### config.mk
export PLATFORM = sky130hd
export DESIGN_NAME = spike_rate_decoder
export DESIGN_NICKNAME = d
export VERILOG_FILES = /design/src/rtl/spike_dec_pkg.sv /design/src/rtl/spike_win_counter.sv /design/src/rtl/spike_rate_decoder.sv
export SDC_FILE = /design/constraint.sdc
export NUM_CORES = 1
export LEC_CHECK = 0
export BUFFER_PORTS_ARGS = -buffer_cell sky130_fd_sc_hd__buf_2
export CAP_MARGIN = 30
export CORE_MARGIN = 3
export CORE_UTILIZATION = 28
export CTS_CLUSTER_SIZE = 24
export DETAILED_ROUTE_END_ITERATION = 12
export GPL_ROUTABILITY_DRIVEN = 0
export PLACE_DENSITY_LB_ADDON = 0.12
export SKIP_LAST_GASP = 1
export SYNTH_ARGS = -nofsm -noshare
export SYNTH_HDL_FRONTEND = slang
export SYNTH_SLANG_ARGS = --single-unit
### constraint.sdc
create_clock -name clk -period 2.7 [get_ports clk]
set_clock_uncertainty 0.15 [all_clocks]
set_input_delay 0 -clock clk [delete_from_list [all_inputs] [get_ports clk]]
set_output_delay 0 -clock clk [all_outputs]
set_load 0.005 [all_outputs]
### src/rtl/spike_dec_pkg.sv
// Shared types and rate scaling for the spike-rate decoder.
// Optional sum beat controlled by SPIKE_DEC_SUM_EN (see spike_rate_decoder).
package spike_dec_pkg;

  localparam int RATE_W = 16;

  typedef enum logic {
    IDLE  = 1'b0,
    DRAIN = 1'b1
  } dec_state_e;

  // Spike count to fixed-point rate: left shift, clamp to full scale.
  function automatic logic [RATE_W-1:0] rate_scale(input logic [31:0] cnt, input int shift);
    logic [47:0] wide;
    wide = 48'(cnt) << shift;
    if (wide[47:RATE_W] != '0)
      return '1;
    return wide[RATE_W-1:0];
  endfunction

endpackage

### src/rtl/spike_win_counter.sv
// Per-channel spike counters over a window of WIN_LEN enabled cycles.
// Emits a close strobe with the window totals (closing-cycle spikes included).
module spike_win_counter #(
  parameter  int N_CH    = 8,
  parameter  int WIN_LEN = 32,
  localparam int CNT_W   = $clog2(WIN_LEN + 1)
) (
  input  logic                  clk,
  input  logic                  rst,
  input  logic                  en,
  input  logic [N_CH-1:0]       spike_in,
  output logic                  win_close,
  output logic [N_CH*CNT_W-1:0] snap
);

  localparam int WC_W = $clog2(WIN_LEN);

  logic [WC_W-1:0]  win_cnt;
  logic [CNT_W-1:0] cnt [N_CH];

  assign win_close = en && (win_cnt == WC_W'(WIN_LEN - 1));

  always_comb begin
    snap = '0;
    for (int c = 0; c < N_CH; c++)
      snap[c*CNT_W +: CNT_W] = cnt[c] + CNT_W'(spike_in[c]);
  end

  always_ff @(posedge clk or negedge rst) begin
    if (!rst) begin
      win_cnt <= '0;
      for (int c = 0; c < N_CH; c++)
        cnt[c] <= '0;
    end else if (en) begin
      win_cnt <= win_close ? '0 : win_cnt + 1'b1;
      for (int c = 0; c < N_CH; c++)
        cnt[c] <= win_close ? '0 : cnt[c] + CNT_W'(spike_in[c]);
    end
  end

endmodule

### src/rtl/spike_rate_decoder.sv
// Spike-train to rate decoder: windowed counts streamed out as 16-bit rates.
// Define SPIKE_DEC_SUM_EN to append a population-sum beat to every drain.
module spike_rate_decoder
  import spike_dec_pkg::*;
#(
  parameter  int N_CH    = 8,
  parameter  int WIN_LEN = 32,
  localparam int CNT_W   = $clog2(WIN_LEN + 1),
  localparam int CH_W    = (N_CH > 1) ? $clog2(N_CH) : 1
) (
  input  logic              clk,
  input  logic              rst,
  input  logic              en,
  input  logic [N_CH-1:0]   spike_in,
  output logic              out_valid,
  input  logic              out_ready,
  output logic [CH_W-1:0]   out_ch,
  output logic [RATE_W-1:0] out_rate,
`ifdef SPIKE_DEC_SUM_EN
  output logic              sum_beat,
`endif
  output logic              out_last,
  output logic              overrun
);

  localparam int SHIFT = RATE_W - $clog2(WIN_LEN);

  dec_state_e             state;
  logic                   win_close;
  logic [N_CH*CNT_W-1:0]  snap;
  logic [CNT_W-1:0]       snap_q [N_CH];
  logic                   xfer;
  logic                   busy;

  spike_win_counter #(
    .N_CH    (N_CH),
    .WIN_LEN (WIN_LEN)
  ) u_win (
    .clk       (clk),
    .rst       (rst),
    .en        (en),
    .spike_in  (spike_in),
    .win_close (win_close),
    .snap      (snap)
  );

  assign xfer = out_valid && out_ready;
  // A last-beat transfer frees the shadow registers on the same edge.
  assign busy = (state == DRAIN) && !(xfer && out_last);

`ifdef SPIKE_DEC_SUM_EN
  logic [31:0] sum_cnt;

  always_comb begin
    sum_cnt = '0;
    for (int c = 0; c < N_CH; c++)
      sum_cnt = sum_cnt + 32'(snap_q[c]);
  end

  assign out_last = out_valid && sum_beat;
  assign out_rate = sum_beat ? rate_scale(sum_cnt, SHIFT)
                             : rate_scale(32'(snap_q[out_ch]), SHIFT);
`else
  assign out_last = out_valid && (out_ch == CH_W'(N_CH - 1));
  assign out_rate = rate_scale(32'(snap_q[out_ch]), SHIFT);
`endif

  always_ff @(posedge clk or negedge rst) begin
    if (!rst) begin
      state     <= IDLE;
      out_valid <= 1'b0;
      out_ch    <= '0;
      overrun   <= 1'b0;
      for (int c = 0; c < N_CH; c++)
        snap_q[c] <= '0;
`ifdef SPIKE_DEC_SUM_EN
      sum_beat  <= 1'b0;
`endif
    end else begin
      if (win_close && busy)
        overrun <= 1'b1;
      if (win_close && !busy) begin
        for (int c = 0; c < N_CH; c++)
          snap_q[c] <= snap[c*CNT_W +: CNT_W];
      end
      case (state)
        IDLE: begin
          if (win_close) begin
            state     <= DRAIN;
            out_valid <= 1'b1;
            out_ch    <= '0;
          end
        end
        DRAIN: begin
          if (xfer) begin
            if (out_last) begin
              out_ch <= '0;
`ifdef SPIKE_DEC_SUM_EN
              sum_beat <= 1'b0;
`endif
              if (!win_close) begin
                state     <= IDLE;
                out_valid <= 1'b0;
              end
            end else begin
`ifdef SPIKE_DEC_SUM_EN
              if (out_ch == CH_W'(N_CH - 1)) begin
                sum_beat <= 1'b1;
                out_ch   <= '0;
              end else begin
                out_ch <= out_ch + 1'b1;
              end
`else
              out_ch <= out_ch + 1'b1;
`endif
            end
          end
        end
        default: state <= IDLE;
      endcase
    end
  end

endmodule

==> flow_summary.ini, run 1 <==
[drt]
vias = 4043
wl_per_cell_um = 18.4
drcViolationCount = 0
wirelength_um = 14800
firstDrtPassIters = 4
ant_nets = 0
drt_iter0_drc = 240
routed_via_density = 5.03

[clocking]
cts_max_path_buffers = 2
clock_latency_ps = 350
hold_buffers = 11
htree_levels = 3
cts.sinks = 107
cts.repair.resized = 0
path_clk_slew_ps = 70
cts_tree = done
post_cts_buffers = 0
ctsRootBufferMaster = clkbuf_16
cts_buffers = 9

[logic_synthesis]
avgSynthCellArea_um2 = 11.3
synthFlopType = dfrtp_1
yosysWarnings = 0
synth_cell_types = 38
synthesis.instances = 506
syn_area_um2 = 5730
synth_edf_count = 0
yosysTopAreaCell = dfrtp_1
syn-num-nets = 538
yosys_register_bits = 107
async_flop_share_pct = 100
yosysSeqAreaShare_pct = 46.7
synth_top_cells_by_area = dfrtp_1 47%, mux2_2 6.1%, mux4_2 4.7%
synth_top_area_share_pct = 46.7

[layout]
fin_nets = 567
final_cell_area_um2 = 6550
num_antenna_cells = 0
fill_cells = 2007
fin_util_pct = 33.1
layout-area-overhead-vs-synth_pct = 14.3
layout-drive-gt1-share_pct = 22.7

[global_routing]
grt_overflow = 0
grtUsageMet2_pct = 19.5
grt_first_pass_wirelength_um = 23500
grt_pass1_vias = 3945
top_usage_layer = met1
use_met3_pct = 1.94
antenna_found_initial = 0
grt_max_degree = 54
use_met1_pct = 21.7
grt_usage_pct = 13.8

[power]
comb_power_share_pct = 32.6
swShare_pct = 35.9
p_clk_share_pct = 21.7
power_frac_seq_pct = 45.7
power.switching_mw = 2.22
peakVddDrop_mv = 0.353
powerDensity_nw_per_um2 = 943
p_leak_nw = 2.96
p_int_mw = 3.96

[die]
io_pins = 34
initial_core_util_pct = 29.0
die_area_um2 = 22200
fp.dieH_um = 149
rows = 51
fp.coreArea_um2 = 19800
die_x_um = 149

[setup_path]
cp.arrival_ps = 2200
crit_type = flip-flop to output pin
start_kind = flip-flop
endpoint_kind = output pin
crit_required_ps = 2550
cp_max_fo = 14

[timing]
period_share_pct = 87.0
post-route-min-period_ps = 2350
finalWorstSetupSlack_ps = 351
slew_viol_final = 0
slew_headroom_pct = 48.4
fmax_ghz = 0.426
finalSetupTns_ps = 0
tightest_slew_ps = 773
whs_ps = 109
grt_setup_unrepaired = false
finalSetupViolCount = 0
hold_viol = 0

[placement]
io_buffers = 33
dpl.hpwl_um = 10100
preCtsSetupSlack_ps = 436
dpl-instance-area_um2 = 6160

[flow_run]
drv_cap = 0

[status]
status = finished clean

[hold_path]
hold_class = input pin to async pin
[cell type report]
cell class | instances | area, µm² | area share (%)
Multi-Input combinational cell | 352 | 2820 | 43.0
Clock buffer | 12 | 246 | 3.76
Tap cell | 265 | 332 | 5.06
Inverter | 2 | 7.51 | 0.115
Clock inverter | 2 | 37.5 | 0.573
Sequential cell | 107 | 2680 | 40.9
Timing Repair Buffer | 63 | 433 | 6.61
[path summary, 6_finish.rpt]
path	cells after the start	to	slack, ps	startpoint
max in group asynchronous	3	snap_q[16]	1490	rst
min in group clk	1	overrun	330	overrun
min	2	u_win.cnt[30]	110	rst
max	6	out_rate[5]	350	out_ch[0]
max reg2reg	6	snap_q[4]	430	out_ch[1]
min reg2reg	1	overrun	330	overrun
[worst max-delay path, cell delays in order (launching register included)]
cell,delay [ps]
dfrtp_1,360
buf_4,340
mux4_2,550
mux2i_1,140
buf_4,190
inv_1,130
buf_2,150
[cell families after synthesis]
group                    count (synthesis)  synth area share (%)
AND/OR/NAND/NOR                        123                  10.8
AO/OA/AOI/OAI                          114                  13.7
flip-flops                             107                  46.7
multiplexers                            71                  16.6
buffers and inverters                   47                  4.19
XOR/XNOR                                24                  3.67
adder cells (fa/ha/maj)                 20                  4.37
[Yosys cell counts (2+ instances only)]
cell and count:
a221oi_1 8, a22o_1 3, a2bb2oi_1 8, a31oi_1 16, and3b_1 8, buf_1 3, buf_2 5, buf_4 13
clkbuf_1 22, dfrtp_1 107, ha_1 20, inv_1 2, mux2_2 31, mux2_4 10, mux2i_1 17, mux4_2 12
nand2_1 57, nand3_1 34, nor2b_1 11, o21ai_0 41, o2bb2ai_1 18, o31ai_1 15, or4_1 8, xnor2_1 16
xor2_1 8
[per-stage QoR]
stage	total power, mW	cells
3_5_place_dp	4.88	778
4_1_cts	6.25	803
3_3_place_gp	4.84	778
6_report	6.18	803
2_1_floorplan	4.20	506
5_1_grt	6.64	803
[per-layer routing]
layer	vias to the layer above	routed length [µm]
li1	1931	-
met1	2028	7720
met2	71	6310
met3	13	502
met4	0	228
met5	-	0
[cell usage in the layout, fill, tap and decap left out, types with 2 or more instances in the layout]
master,netlist,routed
mux4_2,12,12
ha_1,20,19
mux2_2,31,31
a221oi_1,8,8
o31ai_1,15,15
dfrtp_1,107,107
a31oi_1,16,16
clkbuf_16,0,9
nand2_1,57,57
o21ai_0,41,41
mux2i_1,17,17
xor2_1,8,8
o2bb2ai_1,18,18
nand3_1,34,34
buf_2,5,32
dlygate4sd3_1,0,11
mux2_4,10,10
and3b_1,8,8
buf_4,13,19
or4_1,8,8
a2bb2oi_1,8,8
a22o_1,3,3
clkbuf_1,22,2
inv_1,2,2
xnor2_1,16,16
nor2b_1,11,11
[power by group through the flow]
stage          registers [mW]  logic, mW  clock network, mW
6_report                 2.82       2.01               1.34
2_1_floorplan            2.57       1.62                  0
3_5_place_dp             2.85       2.03                  0
3_3_place_gp             2.83       2.01                  0
5_1_grt                  2.93       2.27               1.44
4_1_cts                  2.82       2.05               1.37
[sequential cells by signal, summed over array words and instances, names as in the netlist]
register and cells:
out_valid 1, out_ch 3, state 1, overrun 1, u_win.cnt 48, u_win.win_cnt 5
snap_q 48
Note: power is estimated with default switching activity, not from simulation.
==> inputs of run 2 (changes only) <==
CORE_MARGIN = 8   (was 3)
==> run 2 against run 1 <==
  * Sequential power about the same
  * Power increased by 3.3%
  * Setup slack improved by 19 ps
  * Critical path depth unchanged
  * Highest routed layer unchanged
  * Wire length increased by 1.1%
  * First-iteration DRC count rose by 12%
  * Clock power is 14% higher
  * Critical path type unchanged
  * Flip-flop and latch count unchanged
  * Fmax is 0.80% higher
  * Largest cell class unchanged
  * Final cell count rose by 0.50%
  * Non-clock buffer count decreased by 3
  * Die area grew 14%
==> flow_summary.ini, run 2 (synthesized netlist as in run 1, its figures left out) <==
[status]
status = finished clean

[setup_path]
rrSetupSlack_ps = 470
path_cells = buf_4, mux4_2, mux2i_1, buf_4, inv_1, buf_2
cp_max_fo = 14
start_kind = flip-flop
reg2reg_from = u_win.win_cnt[0]
slowest_delay_ps = 540
cp_common_cell = buf_4
crit_required_ps = 2550
cp_slowest_cell = mux4_2
path_delay_family = buffers and inverters
crit_type = flip-flop to output pin
cp.arrival_ps = 2180
endpoint_kind = output pin
cp.buffers_inverters = 4
rr_worst_depth = 7
r2r_end = snap_q[8]

[power]
powerDensity_nw_per_um2 = 967
p_leak_nw = 2.98
p_total_mw = 6.38
peakVddDrop_mv = 0.334

[die]
rows = 52
fp.coreArea_um2 = 20200
io_pins = 34
initial_core_util_pct = 28.4
die_area_um2 = 25300
fp.dieH_um = 159
die_x_um = 159

[placement]
dpl.hpwl_um = 10200
io_buffers = 33
placedCellCount = 780

[timing]
tightest_slew_ps = 808
grt_setup_unrepaired = false
post-route-min-period_ps = 2330
slew_headroom_pct = 46.1
finalSetupViolCount = 0
slew_viol_final = 0
period_share_pct = 86.3
finalSetupTns_ps = 0
fmax_ghz = 0.429
hold_viol = 0

[clocking]
cts_max_path_buffers = 2
ctsRootBufferMaster = clkbuf_16
cts.sinks = 107
post_cts_buffers = 0
path_clk_slew_ps = 70
clock_latency_ps = 350
htree_levels = 3
cts_tree = done
cts_buffers = 9

[layout]
top_regs = snap_q x48, u_win.cnt x48, u_win.win_cnt x5
final_common_cell = dfrtp_1
final_cell_mix = 107 x dfrtp_1, 57 x nand2_1, 41 x o21ai_0
fin_util_pct = 32.7
layout-drive-gt1-share_pct = 22.9
fin_nets = 564
fill_cells = 2073
fin_cells = 807
num_antenna_cells = 0
layout-area-overhead-vs-synth_pct = 15.1

[global_routing]
grt_first_pass_wirelength_um = 24200
grt_overflow = 0
grt_max_degree = 58
antenna_found_initial = 0
grt_usage_pct = 12.1
grt_pass1_vias = 4137

[drt]
drcViolationCount = 0
wirelength_um = 14900
vias = 4049
drt_iter0_drc = 269
wl_per_cell_um = 18.5
ant_nets = 0
firstDrtPassIters = 6
routed_via_density = 5.02

[hold_path]
hold_class = input pin to async pin

[flow_run]
drv_cap = 0
-- run 2: cell count changes in the layout (fill, tap and decap cells not counted) --
cell,change
clkbuf_8,+3
clkbuf_1,-2
bufinv_16,+1
buf_4,-3
-- run 2: layout make-up --
| class | instances | area, µm² | area share, % |
|---|---|---|---|
| sequential | 107 | 2680 | 40.6 |
| multi-input combinational | 352 | 2820 | 42.7 |
| tap | 270 | 338 | 5.12 |
| inverter | 2 | 7.51 | 0.114 |
| clock inverter | 3 | 67.6 | 1.02 |
| timing repair buffer | 60 | 410 | 6.22 |
| clock buffer | 13 | 280 | 4.25 |
-- run 2: worst max path at each step --
stage | start | endpoint | slack, ps | cells past startpoint
2_1_floorplan | u_win.win_cnt[0] | snap_q[0] | 510 | 9
3_3_place_gp | u_win.win_cnt[0] | snap_q[42] | 470 | 7
3_5_place_dp | u_win.win_cnt[0] | snap_q[36] | 470 | 7
4_1_cts | out_ch[0] | out_rate[2] | 310 | 6
5_1_grt | out_ch[0] | out_rate[6] | 160 | 6
6_report | out_ch[0] | out_rate[2] | 370 | 6
-- run 2: report_power, final --
part           leakage, nW  total [mW]  switching [mW]  internal, mW
clock                0.168        1.53           0.617         0.916
sequential            1.38        2.85           0.668          2.18
combinational         1.43        2.00           0.963          1.03
total                 2.98        6.38            2.25          4.13
-- run 2: worst reg2reg max path: stages, from the launching register on --
cell     delay [ps]
dfrtp_1         390
ha_1            190
and3_1          170
ha_2            210
nand2_2         150
a21oi_2         190
buf_4           300
mux2_2          380
-- run 2: through the flow --
step                instance area, µm²  hold slack (ps)  setup slack (ps)
finish                            6600              135               370
floorplan                         5730             -446               506
global placement                  6140             1.47               467
CTS                               6600              173               307
global route                      6600              221               165
detailed placement                6140             12.1               470
-- run 2: routing by layer --
| metal | GRT usage [%] | routed length, µm |
|---|---|---|
| met2 | 17.2 | 6400 |
| met3 | 2.09 | 641 |
| met4 | 4.63 | 224 |
| met1 | 17.9 | 7660 |
| met5 | 0 | 0 |
-- run 2: what timing repair did --
item / 4_1_cts / 5_1_grt
endpoints found under the setup margin: 0 / 0
hold endpoints to repair: 77 / 0
resized for setup: 0 / 0
hold buffers: 11 / 0
